### src/rtl/mac_acc_pipe.sv
`default_nettype none
// ============================================================================
//  Module      : mac_acc_pipe
//  Description : Two-stage pipelined multiply-accumulate unit with valid
//                handshake, synchronous clear, signed/unsigned operand mode,
//                saturating or wrapping accumulation, sticky overflow flag
//                and a saturating sample counter.
//
//  Ports
//    clk        in   1       rising-edge clock
//    rst        in   1       asynchronous active-low reset
//    in_valid   in   1       a/b carry a sample this cycle
//    a          in   DATA_W  multiplicand
//    b          in   DATA_W  multiplier
//    clear      in   1       start a new accumulation (ordered with samples)
//    y          out  ACC_W   accumulator value
//    out_valid  out  1       y was updated by a valid sample this cycle
//    overflow   out  1       sticky overflow/underflow since last clear
//    count      out  CNT_W   samples accumulated since last clear
//
//  Timing: a sample presented in cycle N appears in y in cycle N+2.
//
//  Revision    : 1.0  initial release
// ============================================================================
module mac_acc_pipe #(
    parameter int DATA_W   = 4,
    parameter int ACC_W    = 10,
    parameter int SIGNED   = 0,
    parameter int SATURATE = 1,
    parameter int CNT_W    = 8
) (
    input  logic              clk,
    input  logic              rst,
    input  logic              in_valid,
    input  logic [DATA_W-1:0] a,
    input  logic [DATA_W-1:0] b,
    input  logic              clear,
    output logic [ACC_W-1:0]  y,
    output logic              out_valid,
    output logic              overflow,
    output logic [CNT_W-1:0]  count
);

    localparam int PROD_W = 2 * DATA_W;
    localparam int SUM_W  = ACC_W + 1;
    localparam int EXT_W  = SUM_W - PROD_W;   // >= 1 because ACC_W >= 2*DATA_W

    // Rails used when clamping. In unsigned mode the positive rail is all
    // ones; the negative rail is only ever selected in signed mode.
    localparam logic [ACC_W-1:0] c_pos_rail = (SIGNED != 0) ?
                                              {1'b0, {(ACC_W-1){1'b1}}} :
                                              {ACC_W{1'b1}};
    localparam logic [ACC_W-1:0] c_neg_rail = {1'b1, {(ACC_W-1){1'b0}}};
    localparam logic [CNT_W-1:0] c_cnt_max  = {CNT_W{1'b1}};

    // ------------------------------------------------------------------
    // Stage 1: multiply
    // ------------------------------------------------------------------
    logic [PROD_W-1:0] w_a_ext;
    logic [PROD_W-1:0] w_b_ext;
    logic [PROD_W-1:0] w_prod;

    // Extending both operands to the product width and keeping the low
    // PROD_W bits of the product gives the exact two's-complement product
    // in signed mode and the exact unsigned product otherwise.
    generate
        if (SIGNED != 0) begin : g_signed_mul
            assign w_a_ext = {{DATA_W{a[DATA_W-1]}}, a};
            assign w_b_ext = {{DATA_W{b[DATA_W-1]}}, b};
        end else begin : g_unsigned_mul
            assign w_a_ext = {{DATA_W{1'b0}}, a};
            assign w_b_ext = {{DATA_W{1'b0}}, b};
        end
    endgenerate

    assign w_prod = w_a_ext * w_b_ext;

    logic [PROD_W-1:0] p1_q;
    logic              v1_q;
    logic              c1_q;

    always_ff @(posedge clk or negedge rst) begin
        if (!rst) begin
            p1_q <= '0;
            v1_q <= 1'b0;
            c1_q <= 1'b0;
        end else begin
            p1_q <= w_prod;
            v1_q <= in_valid;
            c1_q <= clear;
        end
    end

    // ------------------------------------------------------------------
    // Stage 2: accumulate
    // ------------------------------------------------------------------
    logic [ACC_W-1:0] y_q,  y_d;
    logic             ov_q, ov_d;
    logic             vo_q;
    logic [CNT_W-1:0] cnt_q, cnt_d;

    logic [SUM_W-1:0] w_p_ext;
    logic [SUM_W-1:0] w_base;
    logic [SUM_W-1:0] w_sum;
    logic             w_ovf_hi;
    logic             w_ovf_lo;
    logic             w_ovf;

    // One guard bit above the accumulator captures the carry (unsigned) or
    // the true sign (signed) of the addition.
    generate
        if (SIGNED != 0) begin : g_signed_ext
            assign w_p_ext = {{EXT_W{p1_q[PROD_W-1]}}, p1_q};
            assign w_base  = c1_q ? '0 : {y_q[ACC_W-1], y_q};
        end else begin : g_unsigned_ext
            assign w_p_ext = {{EXT_W{1'b0}}, p1_q};
            assign w_base  = c1_q ? '0 : {1'b0, y_q};
        end
    endgenerate

    assign w_sum = w_base + (v1_q ? w_p_ext : '0);

    // Signed: the guard bit disagreeing with the accumulator MSB means the
    // result left the representable range; the guard bit gives direction.
    generate
        if (SIGNED != 0) begin : g_signed_ovf
            assign w_ovf_hi = ~w_sum[ACC_W] &  w_sum[ACC_W-1];
            assign w_ovf_lo =  w_sum[ACC_W] & ~w_sum[ACC_W-1];
        end else begin : g_unsigned_ovf
            assign w_ovf_hi = w_sum[ACC_W];
            assign w_ovf_lo = 1'b0;
        end
    endgenerate

    assign w_ovf = w_ovf_hi | w_ovf_lo;

    generate
        if (SATURATE != 0) begin : g_sat
            always_comb begin
                y_d = w_sum[ACC_W-1:0];
                if (w_ovf_hi) begin
                    y_d = c_pos_rail;
                end else if (w_ovf_lo) begin
                    y_d = c_neg_rail;
                end
            end
        end else begin : g_wrap
            always_comb begin
                y_d = w_sum[ACC_W-1:0];
            end
        end
    endgenerate

    // A clear restarts the flag, but an overflow caused by a sample issued
    // together with that clear is still reported.
    assign ov_d = (c1_q ? 1'b0 : ov_q) | (v1_q & w_ovf);

    // Counter sticks at its maximum instead of wrapping.
    always_comb begin
        cnt_d = cnt_q;
        if (c1_q) begin
            cnt_d = CNT_W'(v1_q);
        end else if (v1_q && (cnt_q != c_cnt_max)) begin
            cnt_d = cnt_q + 1'b1;
        end
    end

    always_ff @(posedge clk or negedge rst) begin
        if (!rst) begin
            y_q   <= '0;
            ov_q  <= 1'b0;
            vo_q  <= 1'b0;
            cnt_q <= '0;
        end else begin
            y_q   <= y_d;
            ov_q  <= ov_d;
            vo_q  <= v1_q;
            cnt_q <= cnt_d;
        end
    end

    assign y         = y_q;
    assign out_valid = vo_q;
    assign overflow  = ov_q;
    assign count     = cnt_q;

endmodule
`default_nettype wire
### config.mk
export PLATFORM = sky130hd
export DESIGN_NAME = mac_acc_pipe
export DESIGN_NICKNAME = d
export VERILOG_FILES = /design/src/rtl/mac_acc_pipe.sv
export SDC_FILE = /design/constraint.sdc
export NUM_CORES = 1
export LEC_CHECK = 0
export CAP_MARGIN = 20
export CORE_MARGIN = 1
export CORE_UTILIZATION = 55
export DETAILED_ROUTE_END_ITERATION = 16
export PLACE_DENSITY_LB_ADDON = 0.15
export REMOVE_ABC_BUFFERS = 1
export SLEW_MARGIN = 20
export SYNTH_ARGS = -nofsm -noshare
export SYNTH_HDL_FRONTEND = slang
export SYNTH_SLANG_ARGS = --single-unit
export TNS_END_PERCENT = 1
### constraint.sdc
create_clock -name clk -period 7.3 [get_ports clk]
set_clock_uncertainty 0.05 [all_clocks]
set_input_delay 1.46 -clock clk [delete_from_list [all_inputs] [get_ports clk]]
set_output_delay 1.46 -clock clk [all_outputs]
set_load 0.05 [all_outputs]
### Word-level counts from Yosys, hierarchy flattened

Cells that the tools add are included.

| cells by class | value |
|---|---|
| add/subtract/negate cells | 2 |
| multiply operators | 1 |
| eq/ne operators | 1 |
| mux-type cells | 6 |
| bitwise gates (word level) | 2 |
| reductions and logical operators | 2 |

Operators with widths:

| kind | number |
|---|---|
| two-way mux 8 bit | 3 |
| two-way mux 10 bit | 2 |
| adder 10 x 8 -> 11 bit | 1 |
| adder 8 x 1 -> 8 bit, second input constant | 1 |
| multiplier 4 x 4 -> 8 bit | 1 |
| inequality test 8 bit, second input constant | 1 |
| nonzero test 2 bit | 1 |
| bitwise AND 1 bit | 1 |
| logical AND 1 bit | 1 |
| two-way mux 1 bit | 1 |
| bitwise OR 1 bit | 1 |

| storage, ports and cells | value |
|---|---|
| bits in registers | 30 |
| input port bits | 12 |
| output and inout port bits | 20 |
| word-level logic and storage cells | 21 |

### Depth between registers and ports, before layout

| logic depth | value |
|---|---|
| depth in word-level cells | 4 |
| mapped depth | 10 |
| gate-level depth less buffers | 10 |

### Least setup slack after synthesis

OpenSTA, ideal clock, no wires.

| path | value |
|---|---|
| path kind | in2reg |
| from | input port b[3] |
| to | register p1_q[7] |
| library setup time | 0.090 ns |
| data arrival time | 3.592 ns |
| setup slack | 3.569 ns |
| stages | 9 |
| path through | nand2_1 > fa_1 > inv_1 > fa_1 > ha_1 > a21o_1 > a21oi_1 > or4b_1 > o2111ai_1 |

| between the ends | value |
|---|---|
| word-level cells in the longest chain between the ends | 1 |

Ends and longest elaborated chain:

| item | line | RTL |
|---|---|---|
| start: declaration | 36 | `input logic [DATA_W-1:0] b,` |
| multiplier 4 x 4 -> 8 bit | 76 | `assign w_prod = w_a_ext * w_b_ext;` |
| named net w_prod[7] | 61 | `logic [PROD_W-1:0] w_prod;` |
| end signal: assignment | 88 | `p1_q <= w_prod;` |
| end: declaration | 78 | `logic [PROD_W-1:0] p1_q;` |

The timed path passes the listed nets, and every way through them passes these cells.
A chain may end at the register's enable or synchronous reset.

### Final worst setup path

Ends and elaborated chain as after synthesis.

==> metrics <==
status=complete, no violations; Clock transition at path regs=90 ps; CTS buffer count=5; RD Place Congestion=0.874; final setup violation count=0; DRT Pass-1 Iters=4; Fin. Hold Viols=0; synthesized flop and latch total=30; # nets final=279; critical path data arrival time=4240 ps; Synth area leader=dfrtp_1; most frequent cells in the layout=clkdlybuf4s50_1, dfrtp_1, ha_1; setup TNS=0 ps; post-synth cell types=42; Pwr per Cell Area=231 nW/um^2; Fin Hold WS=492 ps; Initial Util=59.1%; top post-synthesis cells by area=dfrtp_1, ha_1, and2_1; Synth Instances=207; std cell rows=21; area delta synth->final=21.2%; ys flop type=dfrtp_1; Post-Route WL=3.88 mm; Startpoint Class=input pin; Via density=5.53; global route hottest layer=met2; first-pass GRT wire length=7.02 mm; post-cts hold buffer count=0; leakage power total=1.14 nW; Die Height=62.6 um; setup ws final=3250 ps; pre-CTS setup slack=2900 ps; M1 GR Usage=26.6%; post_cts resized=0; MaxCap Viol Count=0; EDFF count, synth=0; Ys Warns=0; Initial DRC Count=71; GR Util met3=6.02%; Clock Tree Buf Depth=2; syn_area_per_cell=9.75 um^2; # H-tree levels=2; commonest non-fill, non-tap cell in the layout=clkdlybuf4s50_1; end of the critical path=p1_q[7]; dpl hpwl=2.95 mm; CP Capture Type=flip-flop; post-synth top area share=37.2%; Post-synth ARST share=100%; drc violations=0; reg-to-reg slack, setup=4000 ps; antenna viol nets, final=0; Slew HR=34.5%; worst r2r src=c1_q; Seq/Total Area, Yosys=37.2%; Max Fclk=247 MHz; TritonCTS Sinks=30; Wirelength per Cell=13.5 um; grt ovf=0; crit-path max FO=4; Critical path origin=b[3]; GRT met2 Usage=41.3%; reg2reg path depth=7; worst-skew pair later-pin latency=320 ps; die boundary width=62.6 um; vias in the first global route=1621; Root Buffer=clkbuf_4; Tcrit/Tclk final=55.5%; proportion of layout cells with a drive suffix above 1=5.37%; via count=1592; HP Class=reg2reg; RSZ-0062 raised after global routing=false; CTS tree=yes; required time worst endpoint=7490 ps; Max Slew Vio Count=0; initial antenna violation count=0; CORE AREA=3420 um^2; largest net degree at the start of global routing=31; die footprint=3920 um^2; worst-margin pin slew=978 ps; min Tclk post-route=4050 ps; I/O Pins=32; Post-CTS Setup Bufs=0; Port Buf Inserts=31; diode count=0; Reg2Reg Capture Point=y[6]; Worst VDD drop=0.112 mV; GRT Resource Usage Total=23.2%; synthesized area=2020 um^2; CP Class=in2reg
==> cells by family (layout without fill, tap and decap cells) <==
logic type	Yosys count	count (layout)	synth area share, %
AND/OR/NAND/NOR	73	73	19.5
XOR/XNOR	11	11	4.77
multiplexers	4	4	1.98
AO/OA/AOI/OAI	42	42	14.3
buffers and inverters	21	56	4.28
flip-flops	30	30	37.2
adder cells (fa/ha/maj)	26	26	18.0
==> worst min-delay path by stage <==
stage                 to  cells after the start  slack [ps]  startpoint
2_1_floorplan  out_valid                      0         500        v1_q
3_3_place_gp    overflow                      2         470    overflow
3_5_place_dp    overflow                      2         480    overflow
4_1_cts         overflow                      2         490    overflow
5_1_grt         overflow                      2         530    overflow
6_report        overflow                      2         490    overflow
==> routing by layer <==
metal	vias to the layer above	routed length (um)
li1	790	-
met1	731	1730
met2	56	1900
met3	15	167
met4	0	90
met5	-	0
==> where the power goes <==
| part | switching, W | internal, W | total (W) | leakage (nW) |
|---|---|---|---|---|
| clock | 0.0000557 | 0.0000658 | 0.000121 | 0.0446 |
| combinational | 0.000143 | 0.0000920 | 0.000235 | 0.711 |
| sequential | 0.0000144 | 0.000193 | 0.000208 | 0.385 |
==> cell type report <==
type / instances / area (um^2)
Clock buffer: 8 / 78.8
Sequential cell: 30 / 751
Inverter: 16 / 60.1
Tap cell: 46 / 57.6
Multi-Input combinational cell: 156 / 1180
Fill cell: 271 / 970
Timing Repair Buffer: 32 / 318
==> registers in the layout (all words and copies together) (netlist names) <==
| register | flops |
|---|---|
| y | 10 |
| count | 8 |
| p1_q | 8 |
| c1_q | 1 |
| out_valid | 1 |
| overflow | 1 |
| v1_q | 1 |
==> through the flow <==
step / instances / total power (W) / area (um^2) / utilization [%]
2_1_floorplan: 202 / 0.000373 / 1990 / -
3_3_place_gp: 280 / 0.000436 / 2370 / 69.3
3_5_place_dp: 280 / 0.000444 / 2370 / 69.3
4_1_cts: 288 / 0.000568 / 2450 / 71.6
5_1_grt: 288 / 0.000600 / 2450 / 71.6
6_report: 288 / 0.000564 / 2450 / 71.6
==> synth_stat cells (3+ instances only) <==
cell / count
dfrtp_1: 30
ha_1: 21
and2_1: 19
inv_1: 16
nand2_1: 13
nor2_1: 11
a21oi_1: 9
nor2b_1: 9
xnor2_1: 9
nand3_1: 8
o211ai_1: 6
o21ai_0: 6
fa_1: 5
mux2i_1: 4
a21o_1: 3
a31oi_1: 3
o21bai_1: 3
==> critical path, stage by stage <==
cell	delay [ps]
clkdlybuf4s50_1	520
nand2_1	100
fa_1	550
inv_1	60
fa_1	490
ha_1	290
a21o_1	100
a21oi_1	100
or4b_1	480
o2111ai_1	100
Power figures use the tool's default switching activity.
